### config.mk
export PLATFORM = sky130hd
export DESIGN_NAME = mem_request_queue
export DESIGN_NICKNAME = d
export VERILOG_FILES = /design/src/rtl/ddr4_ctrl_pkg.sv /design/src/rtl/mem_req_ring.sv /design/src/rtl/mem_request_queue.sv
export SDC_FILE = /design/constraint.sdc
export NUM_CORES = 1
export LEC_CHECK = 0
export BUFFER_PORTS_ARGS = -buffer_cell sky130_fd_sc_hd__buf_4
export CAP_MARGIN = 10
export CORE_UTILIZATION = 50
export CTS_BUF_LIST = sky130_fd_sc_hd__clkbuf_2 sky130_fd_sc_hd__clkbuf_4 sky130_fd_sc_hd__clkbuf_8
export CTS_CLUSTER_DIAMETER = 100
export DETAILED_ROUTE_END_ITERATION = 8
export GPL_TIMING_DRIVEN = 0
export HOLD_SLACK_MARGIN = 0.03
export PLACE_DENSITY = 0.66
export SYNTH_ARGS = -nofsm -noshare
export SYNTH_HDL_FRONTEND = slang
export SYNTH_SLANG_ARGS = --single-unit
### constraint.sdc
create_clock -name clock -period 23.5 [get_ports clock]
set_input_delay 2.35 -clock clock [delete_from_list [all_inputs] [get_ports clock]]
set_output_delay 2.35 -clock clock [all_outputs]
set_load 0.02 [all_outputs]
### src/rtl/ddr4_ctrl_pkg.sv
// Shared DDR4 controller types: request opcodes, address field layout and
// the decoded low-address struct used by the request queue.
package ddr4_ctrl_pkg;

  typedef enum logic [1:0] {
    OP_READ    = 2'd0,
    OP_WRITE   = 2'd1,
    OP_IFETCH  = 2'd2,
    OP_ILLEGAL = 2'd3
  } op_e;

  localparam int BYTE_LSB  = 0;
  localparam int BYTE_W    = 3;
  localparam int BURST_LSB = 3;
  localparam int BURST_W   = 3;
  localparam int BG_LSB    = 6;
  localparam int BG_W      = 2;
  localparam int BANK_LSB  = 8;
  localparam int BANK_W    = 2;
  localparam int COL_LSB   = 10;
  localparam int COL_W     = 8;
  localparam int ROW_LSB   = 18;

  // Fixed-width portion of a decoded address; the row width depends on the
  // CPU address width and is carried separately by the queue.
  typedef struct packed {
    logic [COL_W-1:0]   col;
    logic [BANK_W-1:0]  bank;
    logic [BG_W-1:0]    bank_group;
    logic [BURST_W-1:0] burst_order;
    logic [BYTE_W-1:0]  byte_index;
  } req_fields_t;

  function automatic req_fields_t decode_low(input logic [ROW_LSB-1:0] a);
    req_fields_t d;
    d.byte_index  = a[BYTE_LSB  +: BYTE_W];
    d.burst_order = a[BURST_LSB +: BURST_W];
    d.bank_group  = a[BG_LSB    +: BG_W];
    d.bank        = a[BANK_LSB  +: BANK_W];
    d.col         = a[COL_LSB   +: COL_W];
    return d;
  endfunction

endpackage

### src/rtl/mem_req_ring.sv
// Circular buffer with wrap-around head/tail pointers and an occupancy count.
// Pushes while full and pops while empty are ignored, so the count can never
// overflow or underflow.
module mem_req_ring #(
  parameter  int DEPTH = 16,
  parameter  int WIDTH = 8,
  localparam int PTR_W = (DEPTH > 1) ? $clog2(DEPTH) : 1,
  localparam int CNT_W = $clog2(DEPTH + 1)
) (
  input  logic             clock,
  input  logic             reset,
  input  logic             push,
  input  logic             pop,
  input  logic [WIDTH-1:0] wr_data,
  output logic [WIDTH-1:0] rd_data,
  output logic [PTR_W-1:0] head,
  output logic [PTR_W-1:0] tail,
  output logic [CNT_W-1:0] count,
  output logic             full,
  output logic             empty
);

  logic [WIDTH-1:0] mem [DEPTH];
  logic             push_ok;
  logic             pop_ok;

  function automatic logic [PTR_W-1:0] next_ptr(input logic [PTR_W-1:0] p);
    return (p == PTR_W'(DEPTH - 1)) ? '0 : p + 1'b1;
  endfunction

  assign full    = (count == CNT_W'(DEPTH));
  assign empty   = (count == '0);
  assign push_ok = push && !full;
  assign pop_ok  = pop && !empty;
  assign rd_data = mem[head];

  // Storage is not reset; stale slots are never visible because the
  // pointers and count are.
  always_ff @(posedge clock) begin
    if (push_ok) mem[tail] <= wr_data;
  end

  // Pointer and occupancy bookkeeping; simultaneous push and pop moves both
  // pointers and leaves the count alone.
  always_ff @(posedge clock) begin
    if (reset) begin
      head  <= '0;
      tail  <= '0;
      count <= '0;
    end else begin
      if (push_ok) tail <= next_ptr(tail);
      if (pop_ok)  head <= next_ptr(head);
      if (push_ok && !pop_ok)      count <= count + 1'b1;
      else if (pop_ok && !push_ok) count <= count - 1'b1;
    end
  end

endmodule

### src/rtl/mem_request_queue.sv
// Memory request queue: decodes CPU addresses into DDR4 fields at push time,
// holds each request for MIN_AGE cycles, then presents it at the head either
// for a handshake or for automatic retirement.
module mem_request_queue
  import ddr4_ctrl_pkg::*;
#(
  parameter  int DEPTH       = 16,
  parameter  int ADDR_W      = 36,
  parameter  int TIME_W      = 64,
  parameter  int MIN_AGE     = 100,
  parameter  int AUTO_RETIRE = 1,
  localparam int ROW_W       = ADDR_W - ROW_LSB,
  localparam int CNT_W       = $clog2(DEPTH + 1)
) (
  input  logic              clock,
  input  logic              reset,
  input  logic              in_valid,
  output logic              in_ready,
  input  logic [TIME_W-1:0] in_time,
  input  logic [1:0]        in_op,
  input  logic [ADDR_W-1:0] in_addr,
  output logic              out_valid,
  input  logic              out_ready,
  output logic [TIME_W-1:0] out_time,
  output logic [1:0]        out_op,
  output logic [ROW_W-1:0]  out_row,
  output logic [7:0]        out_col,
  output logic [1:0]        out_bank,
  output logic [1:0]        out_bank_group,
  output logic [2:0]        out_burst_order,
  output logic [2:0]        out_byte_index,
  output logic [CNT_W-1:0]  count,
  output logic              full,
  output logic              empty,
  output logic              err_illegal_op
);

  localparam int PTR_W = (DEPTH > 1) ? $clog2(DEPTH) : 1;
  localparam int AGE_W = (MIN_AGE > 0) ? $clog2(MIN_AGE + 1) : 1;
  localparam logic [AGE_W-1:0] AGE_MAX = AGE_W'(MIN_AGE);

  typedef struct packed {
    logic [TIME_W-1:0] time_stamp;
    logic [1:0]        op;
    logic [ROW_W-1:0]  row;
    req_fields_t       fields;
  } entry_t;

  entry_t           wr_entry;
  entry_t           rd_entry;
  logic [PTR_W-1:0] head;
  logic [PTR_W-1:0] tail;
  logic [AGE_W-1:0] age [DEPTH];
  logic             accept;
  logic             push;
  logic             pop;

  // in_ready looks only at registered occupancy; a pop in the same cycle
  // does not open a slot until the following cycle.
  assign in_ready  = !full;
  assign accept    = in_valid && in_ready;
  assign push      = accept && (in_op != OP_ILLEGAL);
  assign out_valid = !empty && (age[head] == AGE_MAX);
  assign pop       = out_valid && ((AUTO_RETIRE != 0) || out_ready);

  assign wr_entry.time_stamp = in_time;
  assign wr_entry.op         = in_op;
  assign wr_entry.row        = in_addr[ADDR_W-1:ROW_LSB];
  assign wr_entry.fields     = decode_low(in_addr[ROW_LSB-1:0]);

  mem_req_ring #(
    .DEPTH (DEPTH),
    .WIDTH ($bits(entry_t))
  ) u_ring (
    .clock   (clock),
    .reset   (reset),
    .push    (push),
    .pop     (pop),
    .wr_data (wr_entry),
    .rd_data (rd_entry),
    .head    (head),
    .tail    (tail),
    .count   (count),
    .full    (full),
    .empty   (empty)
  );

  // Head fields read as zero while nothing is queued.
  assign out_time        = empty ? '0 : rd_entry.time_stamp;
  assign out_op          = empty ? '0 : rd_entry.op;
  assign out_row         = empty ? '0 : rd_entry.row;
  assign out_col         = empty ? '0 : rd_entry.fields.col;
  assign out_bank        = empty ? '0 : rd_entry.fields.bank;
  assign out_bank_group  = empty ? '0 : rd_entry.fields.bank_group;
  assign out_burst_order = empty ? '0 : rd_entry.fields.burst_order;
  assign out_byte_index  = empty ? '0 : rd_entry.fields.byte_index;

  // Per-slot age: cleared when the slot is written, then counts up and
  // saturates at MIN_AGE; unoccupied slots age harmlessly.
  always_ff @(posedge clock) begin
    for (int i = 0; i < DEPTH; i++) begin
      if (reset)                                   age[i] <= '0;
      else if (push && (tail == PTR_W'(i)))        age[i] <= '0;
      else if (age[i] != AGE_MAX)                  age[i] <= age[i] + 1'b1;
    end
  end

  // Sticky flag for a consumed-but-dropped illegal opcode.
  always_ff @(posedge clock) begin
    if (reset)                                     err_illegal_op <= 1'b0;
    else if (accept && (in_op == OP_ILLEGAL))      err_illegal_op <= 1'b1;
  end

endmodule

==> results of run 1 <==
==> layout make-up <==
type                            count  area [sq um]  area share (%)
Timing Repair Buffer              352          3960            4.88
Clock inverter                     85           439           0.541
Antenna cell                        5          12.5          0.0154
Tap cell                         1794          2240            2.76
Multi-Input combinational cell   1148         15700            19.3
Inverter                           58           218           0.268
Buffer                            150           815            1.00
Clock buffer                      416          5060            6.24
Sequential cell                  1762         52700            64.9
==> routing by layer <==
| layer | GRT usage (%) | up-vias | share of wire (%) |
|---|---|---|---|
| met4 | 6.07 | 14 | 1.7 |
| li1 | - | 14300 | - |
| met2 | 38.4 | 1548 | 49 |
| met3 | 5.66 | 249 | 8.6 |
| met1 | 33.9 | 18100 | 41 |
| met5 | 0 | - | 0.054 |
==> logic make-up after synthesis <==
kind of cell,after synthesis
AO/OA/AOI/OAI,42
XOR/XNOR,87
adder cells (fa/ha/maj),42
AND/OR/NAND/NOR,461
multiplexers,516
buffers and inverters,208
flip-flops,1762
==> path summary, 6_finish.rpt <==
kind         slack [ns]         endpoint  cells after the start            from
max               16.24     out_time[23]                      9       flip-flop
min                0.48   err_illegal_op                      2  err_illegal_op
max reg2reg       19.14  u_ring.count[4]                     15       flip-flop
min reg2reg        0.48   err_illegal_op                      2  err_illegal_op
==> worst max-delay path, stage by stage (launching register included) <==
cell      delay, ns
dfxtp_1        0.42
buf_6          0.20
buf_6          0.17
clkbuf_1       0.69
buf_6          0.25
buf_1          0.82
mux4_2         0.43
mux4_2         0.45
and2_1         0.29
buf_4          0.22
==> flip-flops by register name (all words and copies together), names as in the netlist, named ones only <==
register / cells
u_ring.mem: 1632
age: 112
u_ring.count: 5
u_ring.head: 4
u_ring.tail: 4
err_illegal_op: 1
==> cell usage in the layout, fill, tap and decap left out, drive strengths merged, types with 3 or more instances in the layout <==
| master | count |
|---|---|
| bufinv | 3 |
| inv | 58 |
| mux4 | 512 |
| nand4b | 4 |
| buf | 427 |
| nor3 | 16 |
| dfxtp | 18 |
| clkinv | 78 |
| a32o | 3 |
| nand2 | 43 |
| or3 | 18 |
| nor2b | 7 |
| clkbuf | 490 |
| nand4 | 5 |
| a21oi | 14 |
| and3 | 33 |
| nor4b | 3 |
| nand3 | 39 |
| nand2b | 6 |
| xor2 | 37 |
| clkinvlp | 4 |
| and2 | 102 |
| diode | 5 |
| ha | 41 |
| nor4 | 5 |
| o21ai | 4 |
| o31ai | 3 |
| mux2i | 3 |
| nor4bb | 6 |
| nor2 | 166 |
| xnor2 | 50 |
| edfxtp | 1744 |
==> stage by stage <==
step	hold WS (ns)	power [uW]	area (sq um)	setup slack (ns)	util, %
floorplan	0.480	3820	69400	12.52	-
global placement	0.467	4070	73200	1.70	53.2
detailed placement	0.467	4070	75600	17.21	55.0
CTS	0.484	6630	81100	16.14	59.0
global route	0.520	6780	81200	16.17	59.0
finish	0.482	6570	81200	16.24	59.1
==> report_power, final <==
part           total, uW  internal (uW)  leakage, uW  switching [uW]
Sequential          3530           3510       0.0162            19.9
Combinational        475            184      0.00700             291
Clock               2570           1410      0.00293            1160
==> out/metrics.cfg, run 1 <==
[cells_and_area]
layoutNonFillerInstCount = 5770
nNetsFinal = 3919
fill_cells = 9846
area_delta_synth_final_pct = 17.1
drive_above_1_share_pct = 35.2

[placed_design]
dp_cells = 5262
gp_congestion = 0.781
io_buffers = 215
dp_hpwl_um = 106000

[logic_synthesis]
synth-seq-area-share_pct = 76.0
synth_top_family_by_area = multiplexers
synth_edf_count = 1744
synth_area_sq_um = 69400
yosys.area.top_type_share_pct = 75.5
synth_mux_area_share_pct = 16.7
async_flop_share_pct = 0
yosysMostFrequentCell = edfxtp_1
synth_xor_area_share_pct = 1.10
synth_compound_area_share_pct = 0.483
yosys_warnings = 0
synth_commonest_cells = edfxtp_1, mux4_2, nor2_1, and2_1, clkbuf_1
yosysUniqueCellTypes = 61
synth-seq-cells = 1762
synth-simple-area-share_pct = 3.44
postSynthCellCount = 3118
synth_flop_cell = edfxtp_1
syn_nets = 3266
synth_fa_ha_area_share_pct = 0.769
synth_area_leaders = edfxtp_1, mux4_2, and2_1
avgSynthCellArea_sq_um = 22.2
synth_top_cell_by_area = edfxtp_1

[sta]
finalCritPeriodShare_pct = 30.9
final_max_slew_viol_count = 0
worstMarginPinSlew_ns = 1.12
setup_viol = 0
rsz0062_at_grt = false
setup_tns_ns = 0
min_period_ns = 7.26
finClkSkew_ns = 0.0495
fmax_mhz = 138
hold_viol = 0
slew_headroom_pct = 25.4

[setup_path]
critPathKind = reg -> out
cp_data_required_time_ns = 21.15
cp_max_fo = 10
critPathLaunchType = flip-flop
arrival_ns = 4.91
endpoint_kind = primary output

[floorplan]
fp.dieH_um = 374
design.core.area_sq_um = 137000
dieArea_sq_um = 140000
die_w_um = 374
initial_core_util_pct = 50.4
top_level_ports = 218
num_rows = 136

[routing]
drtIter0Drc = 3569
ant_nets = 0
drtPass1Iterations = 8
vias = 34300
wl_um = 167000
wl_per_cell_um = 29.0
drcViolationCount = 0
via_per_inst = 5.94

[power]
ir_worst_vdd_uv = 47.7
power_density_nw_per_um2 = 80.9
p_leak_uw = 0.0262

[cts]
cts_tree = yes
clkSinkCount = 1762
cts-buffers-inserted = 299
clk_pin_slew_worst_paths_ns = 0.06
cts_resized = 0
cts_hold_buf = 0
post_cts_buffers = 0
clock_latency_ns = 0.98
h-tree-depth = 5
clock_path_buffers = 4
clock-root-buffer = clkbuf_8

[grt]
grt_pass1_wl_um = 241000
first_global_vias = 35300
antenna_found_initial = 16
grt_max_degree = 23
grt_overflow = 0
track_usage_pct = 24.1

[job]
drv_cap = 0

[hold_path]
worstHoldPathType = reg -> reg

[outcome]
status = finished clean

No activity file was read; power rests on OpenSTA's default activity.
==> run 2: changes to the inputs <==
==> constraint.sdc (replaced) <==
create_clock -name clock -period 6.75 [get_ports clock]
set_input_delay 0.675 -clock clock [delete_from_list [all_inputs] [get_ports clock]]
set_output_delay 0.675 -clock clock [all_outputs]
set_load 0.02 [all_outputs]
==> run 2 against run 1 <==
Via count grew 0.74%. Count of clock-buffer cells in the layout is 35 lower. Sequential cell count is the same. Clock power grew to 3.4 times the previous value. Final cell count up 0.92%. Core utilization grew 0.51 points. Critical path type unchanged. Critical endpoint is now out_row[9].
==> out/metrics.cfg, run 2 (synthesis gave the netlist of run 1 again) <==
[routing]
wl_per_cell_um = 28.8  ; -0.76%
drtIter0Drc = 3694  ; +3.5%
drcViolationCount = 0  ; unchanged
drtPass1Iterations = 5  ; -3
vias = 34500  ; +0.74%
via_per_inst = 5.93  ; -0.18%
wl_um = 168000  ; +0.16%
ant_nets = 0  ; unchanged

[grt]
grt_pass1_wl_um = 242000  ; +0.74%
first_global_vias = 35800  ; +1.4%
grt_max_degree = 23  ; unchanged
track_usage_pct = 24.2  ; +0.13 points
grt_overflow = 0  ; unchanged
antenna_found_initial = 12  ; -4

[sta]
min_period_ns = 5.34
final_max_slew_viol_count = 0  ; unchanged
setup_viol = 0  ; unchanged
holdWs_ns = 0.455  ; -0.0276 ns
hold_viol = 0  ; unchanged
finClkSkew_ns = 0.0660  ; +0.0165 ns
finalCritPeriodShare_pct = 79.2
fmax_mhz = 187
setup_tns_ns = 0  ; unchanged
worstMarginPinSlew_ns = 1.12  ; -0.00130 ns
rsz0062_at_grt = false
slew_headroom_pct = 25.5  ; +0.087 points

[power]
p_leak_uw = 0.0263  ; +0.59%
ir_worst_vdd_uv = 156  ; +230%
power_density_nw_per_um2 = 278  ; +240%

[cells_and_area]
drive_above_1_share_pct = 33.1  ; -2.1 points
nNetsFinal = 3989  ; +1.8%
final_design_area_no_fill_sq_um = 81900  ; +0.87%
layout_commonest_cell = edfxtp_1
layoutNonFillerInstCount = 5823  ; +0.92%
area_delta_synth_final_pct = 18.1
fill_cells = 9687  ; -1.6%
top_register = u_ring.mem
largest_reg_flops = 1632  ; unchanged
utilization_pct = 59.6  ; +0.51 points
reg_top3 = u_ring.mem: 1632 flops, age: 112 flops, u_ring.count: 5 flops
final_cell_mix = edfxtp_1, mux4_2, clkbuf_8, buf_4, nor2_1

[floorplan]
initial_core_util_pct = 50.4  ; unchanged
num_rows = 136  ; unchanged
die_w_um = 374  ; unchanged
fp.dieH_um = 374  ; unchanged
dieArea_sq_um = 140000  ; unchanged
top_level_ports = 218  ; unchanged
design.core.area_sq_um = 137000  ; unchanged

[setup_path]
critical_path.max_stage_delay_ns = 0.80  ; -0.02 ns
arrival_ns = 4.67  ; -0.24 ns
critPathLaunchType = flip-flop
crit_family = buffers and inverters
cp_data_required_time_ns = 6.07  ; -15.08 ns
cp_num_buf_inv = 6  ; unchanged
cp_max_fo = 10  ; unchanged
worst_path_max_delay_cell = clkbuf_1
endpoint_kind = primary output
r2r_slack_ns = 2.69  ; -16.45 ns
critPathKind = reg -> out
path_cells = buf_6 > buf_6 > clkbuf_1 > buf_16 > clkbuf_1 > mux4_2 > mux4_2 > and2_1 > buf_4

[cts]
clock_latency_ns = 1.00  ; +0.02 ns
clock_path_buffers = 4  ; unchanged
cts_hold_buf = 103  ; +103
clock-root-buffer = clkbuf_8
clk_pin_slew_worst_paths_ns = 0.06  ; about the same
h-tree-depth = 5  ; unchanged
clkSinkCount = 1762  ; unchanged
cts_resized = 0  ; unchanged
cts_tree = yes
cts-buffers-inserted = 300  ; +0.33%
post_cts_buffers = 0  ; unchanged

[placed_design]
dp_cells = 5230  ; -0.61%
placed_cell_area_sq_um = 75600  ; about the same
dp_hpwl_um = 103000  ; -2.2%
gp_congestion = 0.764  ; -2.3%
io_buffers = 215  ; unchanged

[outcome]
status = finished clean

[hold_path]
worstHoldPathType = in -> reg
hp-start = reset

[job]
drv_cap = 0  ; unchanged

==> run 2: cell types whose count changed in the layout (fill, tap and decap cells not counted), moves of 2 or more <==
cell,before,now
buf_12,53,58
buf_16,20,30
buf_6,68,12
buf_8,8,16
clkbuf_1,70,68
clkbuf_2,3,5
clkbuf_4,106,75
clkbuf_8,311,307
clkinv_1,57,75
dlygate4sd3_1,0,103
nor3_2,4,0
nor3_4,0,4
==> run 2: worst paths after layout <==
kind,end,depth (start not counted)
hold / removal,u_ring.tail[0],3
hold reg to reg,err_illegal_op,2
setup / recovery,out_row[9],9
setup reg to reg,u_ring.count[4],15
==> run 2: through the flow <==
step	setup slack, ns	power [uW]
finish	1.41	22800
global route	1.31	23500
CTS	1.28	23000
detailed placement	2.34	14200
global placement	-6.67	14100
floorplan	0.166	13300
==> run 2: worst reg2reg max path, cell delays in order, from the launching register on <==
cell and delay, ns:
dfxtp_1 0.40, buf_6 0.19, buf_6 0.16, clkbuf_1 0.40, buf_8 0.24, o21ai_0 0.20, a32o_1 0.31, a32oi_4 0.48
ha_1 0.32, inv_1 0.10, ha_1 0.33, a21o_1 0.19, a21oi_1 0.17, xnor2_1 0.09, or3_1 0.31, a21oi_1 0.13
==> run 2: routing by layer <==
layer | part of all wire, % | vias up | routed length, um | GRT usage (%)
li1 | - | 14400 | - | -
met1 | 41 | 18300 | 68200 | 33.8
met2 | 49 | 1497 | 82600 | 38.8
met3 | 8.0 | 245 | 13400 | 5.53
met4 | 2.0 | 14 | 3350 | 6.66
met5 | 0.055 | - | 92 | 0
==> run 2: cell type report <==
cell class / instances / area (sq um) / share of cell area, %
Sequential cell: 1762 / 52700 / 64.4
Multi-Input combinational cell: 1148 / 15700 / 19.2
Timing Repair Buffer: 421 / 4850 / 5.92
Clock buffer: 381 / 4770 / 5.83
Tap cell: 1794 / 2240 / 2.74
Buffer: 150 / 817 / 0.998
Clock inverter: 105 / 520 / 0.636
Inverter: 58 / 218 / 0.266
Antenna cell: 4 / 10.0 / 0.0122
==> run 2: report_power, final <==
part           internal (uW)  switching [uW]  total, uW
Sequential             12200            69.0      12300
Clock                   4690            4050       8740
Combinational            703            1040       1740
Total                  17600            5160      22800
